[config.mk]
export PLATFORM = sky130hd
export DESIGN_NAME = ringbuf_tap_seq
export DESIGN_NICKNAME = d
export VERILOG_FILES = /design/src/rtl/dmix_pkg.sv /design/src/rtl/ringbuf_fill_mon.sv /design/src/rtl/ringbuf_tap_seq.sv
export SDC_FILE = /design/constraint.sdc
export NUM_CORES = 1
export LEC_CHECK = 0
export BUFFER_PORTS_ARGS = -buffer_cell sky130_fd_sc_hd__buf_2
export CORE_ASPECT_RATIO = 0.75
export CORE_MARGIN = 8
export CORE_UTILIZATION = 27
export DETAILED_ROUTE_END_ITERATION = 7
export SLEW_MARGIN = 10
export SYNTH_ARGS = -nofsm -noshare
export SYNTH_HDL_FRONTEND = slang
export SYNTH_SLANG_ARGS = --single-unit
[constraint.sdc]
create_clock -name clk -period 3.9 [get_ports clk]
set_clock_uncertainty 0.1 [all_clocks]
set_input_delay 0.585 -clock clk [delete_from_list [all_inputs] [get_ports clk]]
set_output_delay 0.585 -clock clk [all_outputs]
set_load 0.02 [all_outputs]
[src/rtl/dmix_pkg.sv]
// Shared definitions for the audio resampling / FIR datapath.
// Sample width and the tap-sequencer state encoding; no logic.
package dmix_pkg;
  localparam int SAMPLE_W = 24;

  typedef enum logic [1:0] {
    IDLE  = 2'd0,
    ISSUE = 2'd1,
    POP   = 2'd2,
    FLUSH = 2'd3
  } tap_state_t;
endpackage

[src/rtl/ringbuf_fill_mon.sv]
// Ring buffer occupancy estimate plus sticky underrun/overrun/dropped-request flags.
// Latency: all outputs registered, 1 cycle after the causing event; no backpressure.
module ringbuf_fill_mon
  import dmix_pkg::*;
#(
  parameter int LEN      = 16,
  parameter int LEN_LOG2 = 4,
  parameter int NTAPS    = 4
) (
  input  logic              clk,
  input  logic              rst_n,
  input  logic              we,
  input  logic              pop,
  input  logic              accept,
  input  logic              drop,
  input  logic              clr_err,
  output logic [LEN_LOG2:0] fill,
  output logic              underrun,
  output logic              overrun,
  output logic              req_drop
);
  localparam logic [LEN_LOG2:0] FILL_MAX = (LEN_LOG2+1)'(LEN);
  localparam logic [LEN_LOG2:0] FILL_RST = (LEN_LOG2+1)'(LEN / 2);
  localparam logic [LEN_LOG2:0] OVR_TH   = (LEN_LOG2+1)'(LEN - NTAPS);

  // A flag raised in the same cycle as clr_err survives the clear.
  always_ff @(posedge clk or negedge rst_n) begin
    if (!rst_n) begin
      fill     <= FILL_RST;
      underrun <= 1'b0;
      overrun  <= 1'b0;
      req_drop <= 1'b0;
    end else begin
      if (we && !pop && fill != FILL_MAX)
        fill <= fill + 1'b1;
      else if (pop && !we && fill != '0)
        fill <= fill - 1'b1;
      underrun <= (accept && fill == '0) | (underrun & ~clr_err);
      overrun  <= (we && fill >= OVR_TH) | (overrun & ~clr_err);
      req_drop <= drop | (req_drop & ~clr_err);
    end
  end
endmodule

[src/rtl/ringbuf_tap_seq.sv]
// Ring buffer read sequencer: per request reads NTAPS taps (newest first), emits them tagged, then pops once.
// Latency: tap k valid 2 cycles after its offset, burst NTAPS+2 cycles; requests while busy are dropped, not queued.
module ringbuf_tap_seq
  import dmix_pkg::*;
#(
  parameter int LEN        = 16,
  parameter int LEN_LOG2   = 4,
  parameter int NTAPS      = 4,
  parameter int NTAPS_LOG2 = 2
) (
  input  logic                  clk,
  input  logic                  rst_n,
  input  logic                  we_i,
  input  logic                  req_i,
  output logic                  busy_o,
  output logic                  rb_pop_o,
  output logic [LEN_LOG2-1:0]   rb_offset_o,
  input  logic [SAMPLE_W-1:0]   rb_data_i,
  output logic [SAMPLE_W-1:0]   tap_data_o,
  output logic [NTAPS_LOG2-1:0] tap_idx_o,
  output logic                  tap_valid_o,
  output logic                  tap_last_o,
  output logic [LEN_LOG2:0]     fill_o,
  output logic                  underrun_o,
  output logic                  overrun_o,
  output logic                  req_drop_o,
  input  logic                  clr_err_i
);
  localparam logic [NTAPS_LOG2-1:0] LAST_TAP = NTAPS_LOG2'(NTAPS - 1);

  tap_state_t              state_q, state_d;
  logic [NTAPS_LOG2-1:0]   cnt_q, cnt_d;
  logic                    busy_d, pop_d;
  logic [LEN_LOG2-1:0]     offset_d;
  logic                    rd_vld_q;
  logic [NTAPS_LOG2-1:0]   rd_idx_q;
  logic                    req_q;
  logic                    accept, drop;

  assign accept = (state_q == IDLE) && req_i;
  // Only a fresh request edge counts as dropped, so a held-high req_i streams bursts cleanly.
  assign drop   = (state_q != IDLE) && req_i && !req_q;

  always_ff @(posedge clk or negedge rst_n) begin
    if (!rst_n) begin
      state_q <= IDLE;
      cnt_q   <= '0;
      req_q   <= 1'b0;
    end else begin
      state_q <= state_d;
      cnt_q   <= cnt_d;
      req_q   <= req_i;
    end
  end

  always_comb begin
    state_d = state_q;
    cnt_d   = cnt_q;
    case (state_q)
      IDLE: begin
        if (req_i) begin
          state_d = ISSUE;
          cnt_d   = '0;
        end
      end
      ISSUE: begin
        if (cnt_q == LAST_TAP) state_d = POP;
        else                   cnt_d   = cnt_q + 1'b1;
      end
      POP:     state_d = FLUSH;
      FLUSH:   state_d = IDLE;
      default: state_d = IDLE;
    endcase
  end

  // Outputs are decoded from the next state so the registered copies line up with state_q.
  always_comb begin
    busy_d   = (state_d != IDLE);
    pop_d    = (state_d == POP);
    offset_d = (state_d == ISSUE) ? LEN_LOG2'(cnt_d) : '0;
  end

  always_ff @(posedge clk or negedge rst_n) begin
    if (!rst_n) begin
      busy_o      <= 1'b0;
      rb_pop_o    <= 1'b0;
      rb_offset_o <= '0;
    end else begin
      busy_o      <= busy_d;
      rb_pop_o    <= pop_d;
      rb_offset_o <= offset_d;
    end
  end

  always_ff @(posedge clk or negedge rst_n) begin
    if (!rst_n) begin
      rd_vld_q    <= 1'b0;
      rd_idx_q    <= '0;
      tap_valid_o <= 1'b0;
      tap_last_o  <= 1'b0;
      tap_idx_o   <= '0;
      tap_data_o  <= '0;
    end else begin
      rd_vld_q    <= (state_q == ISSUE);
      rd_idx_q    <= cnt_q;
      tap_valid_o <= rd_vld_q;
      tap_last_o  <= rd_vld_q && (rd_idx_q == LAST_TAP);
      if (rd_vld_q) begin
        tap_idx_o  <= rd_idx_q;
        tap_data_o <= rb_data_i;
      end
    end
  end

  ringbuf_fill_mon #(
    .LEN      (LEN),
    .LEN_LOG2 (LEN_LOG2),
    .NTAPS    (NTAPS)
  ) u_fill_mon (
    .clk      (clk),
    .rst_n    (rst_n),
    .we       (we_i),
    .pop      (rb_pop_o),
    .accept   (accept),
    .drop     (drop),
    .clr_err  (clr_err_i),
    .fill     (fill_o),
    .underrun (underrun_o),
    .overrun  (overrun_o),
    .req_drop (req_drop_o)
  );
endmodule

==> out/metrics.cfg <==
[finish]
syn_to_final_growth_pct = 26.1
final_cell_mix = 68 x buf_2, 47 x dfrtp_1, 26 x mux2_2, 10 x nor2_1, 8 x inv_1
fin_nets = 257
register_area_mm2 = 0.00120
drive_gt1_share_pct = 46.2
multi_input_area_um2 = 746
antenna_cells = 0
layout_commonest_cell = buf_2
instances_no_fill = 326
nFillCells = 765

[drt]
drt-pass1-iter-count = 4
viasPerCell = 4.41
routed_wl_mm = 4.37
drt-initial-drc-count = 94
avgRoutedWirePerCell_um = 13.4
drc = 0
drtAntennaViolNets = 0
via_count = 1439

[global_routing]
grtUsageTotal_pct = 8.68
grt_pass1_wl_mm = 7.49
grt_pass1_vias = 1543
antenna_found_initial = 0
overflow = 0
grt_max_degree = 49

[pwr]
p_per_area_mw_per_mm2 = 926
vdd_drop_max_mv = 0.222
p_leak_nw = 1.22
power.internal_mw = 1.40
p_comb_share_pct = 43.9
switching_share_pct = 41.0
pwr-share-seq_pct = 41.1
clkPwrFrac_pct = 14.9
power_switching_uw = 970

[clocking]
ctsResizeCount = 0
clkSlewWorstSetupHoldPaths_ps = 90
post_cts_buffers = 0
cts_buffer_depth = 2
htreeDepth = 2
hold_buffers = 0
cts.sinks = 48
cts_root_buf = clkbuf_8
cts_made_buffers = 5
clk_latency_ps = 300
cts_tree = built

[logic_synthesis]
synth_cell_types = 42
synthArstFlopShare_pct = 100
synth_area_per_cell_um2 = 12.8
yosysTopAreaCellShare_pct = 58.0
yosys.area.top_type = dfrtp_1
synth_ff_type = dfrtp_1
synthCells = 158
ys_ff_latch = 48
synth-seq-area-share_pct = 59.3
syn_area_mm2 = 0.00203
yosysWarnings = 0
synth_edf_count = 0
yosys-top-cells-area = dfrtp_1 58%, mux2_2 14%, mux2i_1 2.0%

[die]
die_x_um = 116
die_h_um = 91.0
start_util_pct = 27.8
fp.coreArea_mm2 = 0.00730
rows = 27
io_pins = 71
die-area_mm2 = 0.0106

[placement]
gp_congestion = 0.801
port_buffers = 68
dp_slack_ps = 1210
hpwl_mm = 3.23
placedCellCount = 318

[setup_path]
cp_slowest_stage_delay_ps = 480
worstPathMaxFanout = 7
critPathSlowestCell = dfrtp_1
crit_chain = nor4_1, nand2_1, nand2_1, ha_1, a21o_1, a21oi_1, mux2i_1, a221oi_1
worstSetupEndpointType = register
worstPathRequired_ps = 4000
cp.arrival_ps = 2620
critPathLaunchType = register
crit_top_cell = nand2_1
worstSetupPathType = reg -> reg

[sta]
maxSlewViolCount = 0
fmax_mhz = 396
worst_pin_slew_ps = 1100
period_needed_ps = 2520
final-setup-viol-count = 0
fin_crit_sh_pct = 64.7
setup_tns_ps = 0
finalHoldViolations = 0
rsz0062_at_grt = no
slew_headroom_pct = 26.4
final.setup.worst_slack_ps = 1380

[run_status]
outcome = complete, no violations

[hold_path]
hp-class = reg -> reg

[job]
drv_cap = 0

## area by class of cell
class	count	area share [%]
Inverter	8	1.17
Tap cell	101	4.94
Clock inverter	3	1.66
Timing Repair Buffer	68	13.3
Clock buffer	5	2.69
Multi-Input combinational cell	93	29.2
Sequential cell	48	47.0
## synthesized netlist by cell type, types with 2 or more instances
| master | number |
|---|---|
| buf_1 | 2 |
| inv_1 | 8 |
| o21ai_0 | 3 |
| o32ai_1 | 2 |
| a21o_1 | 2 |
| ha_1 | 3 |
| buf_2 | 3 |
| o31ai_1 | 2 |
| buf_4 | 3 |
| mux2_2 | 26 |
| mux2i_1 | 4 |
| xor2_1 | 2 |
| a21oi_1 | 7 |
| dfrtp_1 | 47 |
| clkbuf_1 | 2 |
| nor2_1 | 10 |
| nand2_1 | 7 |
## power groups by stage
stage,combinational [mW],sequential [mW],clock [mW]
3_3_place_gp,1.05,0.977,0
2_1_floorplan,0.572,1.13,0
4_1_cts,1.06,0.979,0.371
5_1_grt,1.14,1.03,0.387
6_report,1.04,0.974,0.353
3_5_place_dp,1.06,0.987,0
## worst paths after layout
kind	start	endpoint	slack (ps)	cells after the start
worst max-delay path	u_fill_mon.fill[1]$_DFFE_PN0P_	u_fill_mon.fill[4]$_DFFE_PN0P_	1380	8
worst min-delay path	req_q$_DFF_PN0_	u_fill_mon.req_drop$_DFF_PN0_	340	1
worst max register to register	u_fill_mon.fill[1]$_DFFE_PN0P_	u_fill_mon.fill[4]$_DFFE_PN0P_	1380	8
worst min register to register	req_q$_DFF_PN0_	u_fill_mon.req_drop$_DFF_PN0_	340	1
max in group asynchronous	rst_n	tap_data_o[10]$_DFFE_PN0P_	2700	1
min in group asynchronous	rst_n	tap_data_o[11]$_DFFE_PN0P_	370	1
## cells by family after synthesis
logic type	after synthesis	synth area share [%]
AO/OA/AOI/OAI	27	9.32
adder cells (fa/ha/maj)	4	2.84
XOR/XNOR	3	1.30
other	1	0.185
flip-flops	48	59.3
multiplexers	30	16.4
buffers and inverters	18	4.07
AND/OR/NAND/NOR	27	6.54
## critical path, delay by kind of cell (launching register included)
kind	cells	cell delay, ps
AO/OA/AOI/OAI	3	740
AND/OR/NAND/NOR	3	690
flip-flops	1	480
adder cells (fa/ha/maj)	1	300
multiplexers	1	120
## routing by layer
metal / share of wire (%) / GRT usage, % / up-vias
met5: 0 / 0 / -
met1: 42 / 9.98 / 696
li1: - / - / 683
met3: 8.3 / 2.51 / 8
met4: 1.8 / 3.88 / 0
met2: 48 / 14.6 / 52
## sequential cells by signal, summed over array words and instances (netlist names), 2 cells and up
signal / count
rb_offset_o: 2
tap_idx_o: 2
cnt_q: 2
tap_data_o: 24
state_q: 2
u_fill_mon.fill: 5
rd_idx_q: 2
## stage by stage
stage	hold WS (ps)	utilization, %	total power, mW	cell area, um2
final	342	35.0	2.37	2560
after global routing	345	35.0	2.55	2560
after CTS	344	35.0	2.41	2560
after detailed placement	341	33.5	2.04	2440
after global placement	327	33.5	2.02	2440
after floorplan	189	-	1.70	2030
Note: power is estimated with default switching activity, not from simulation.
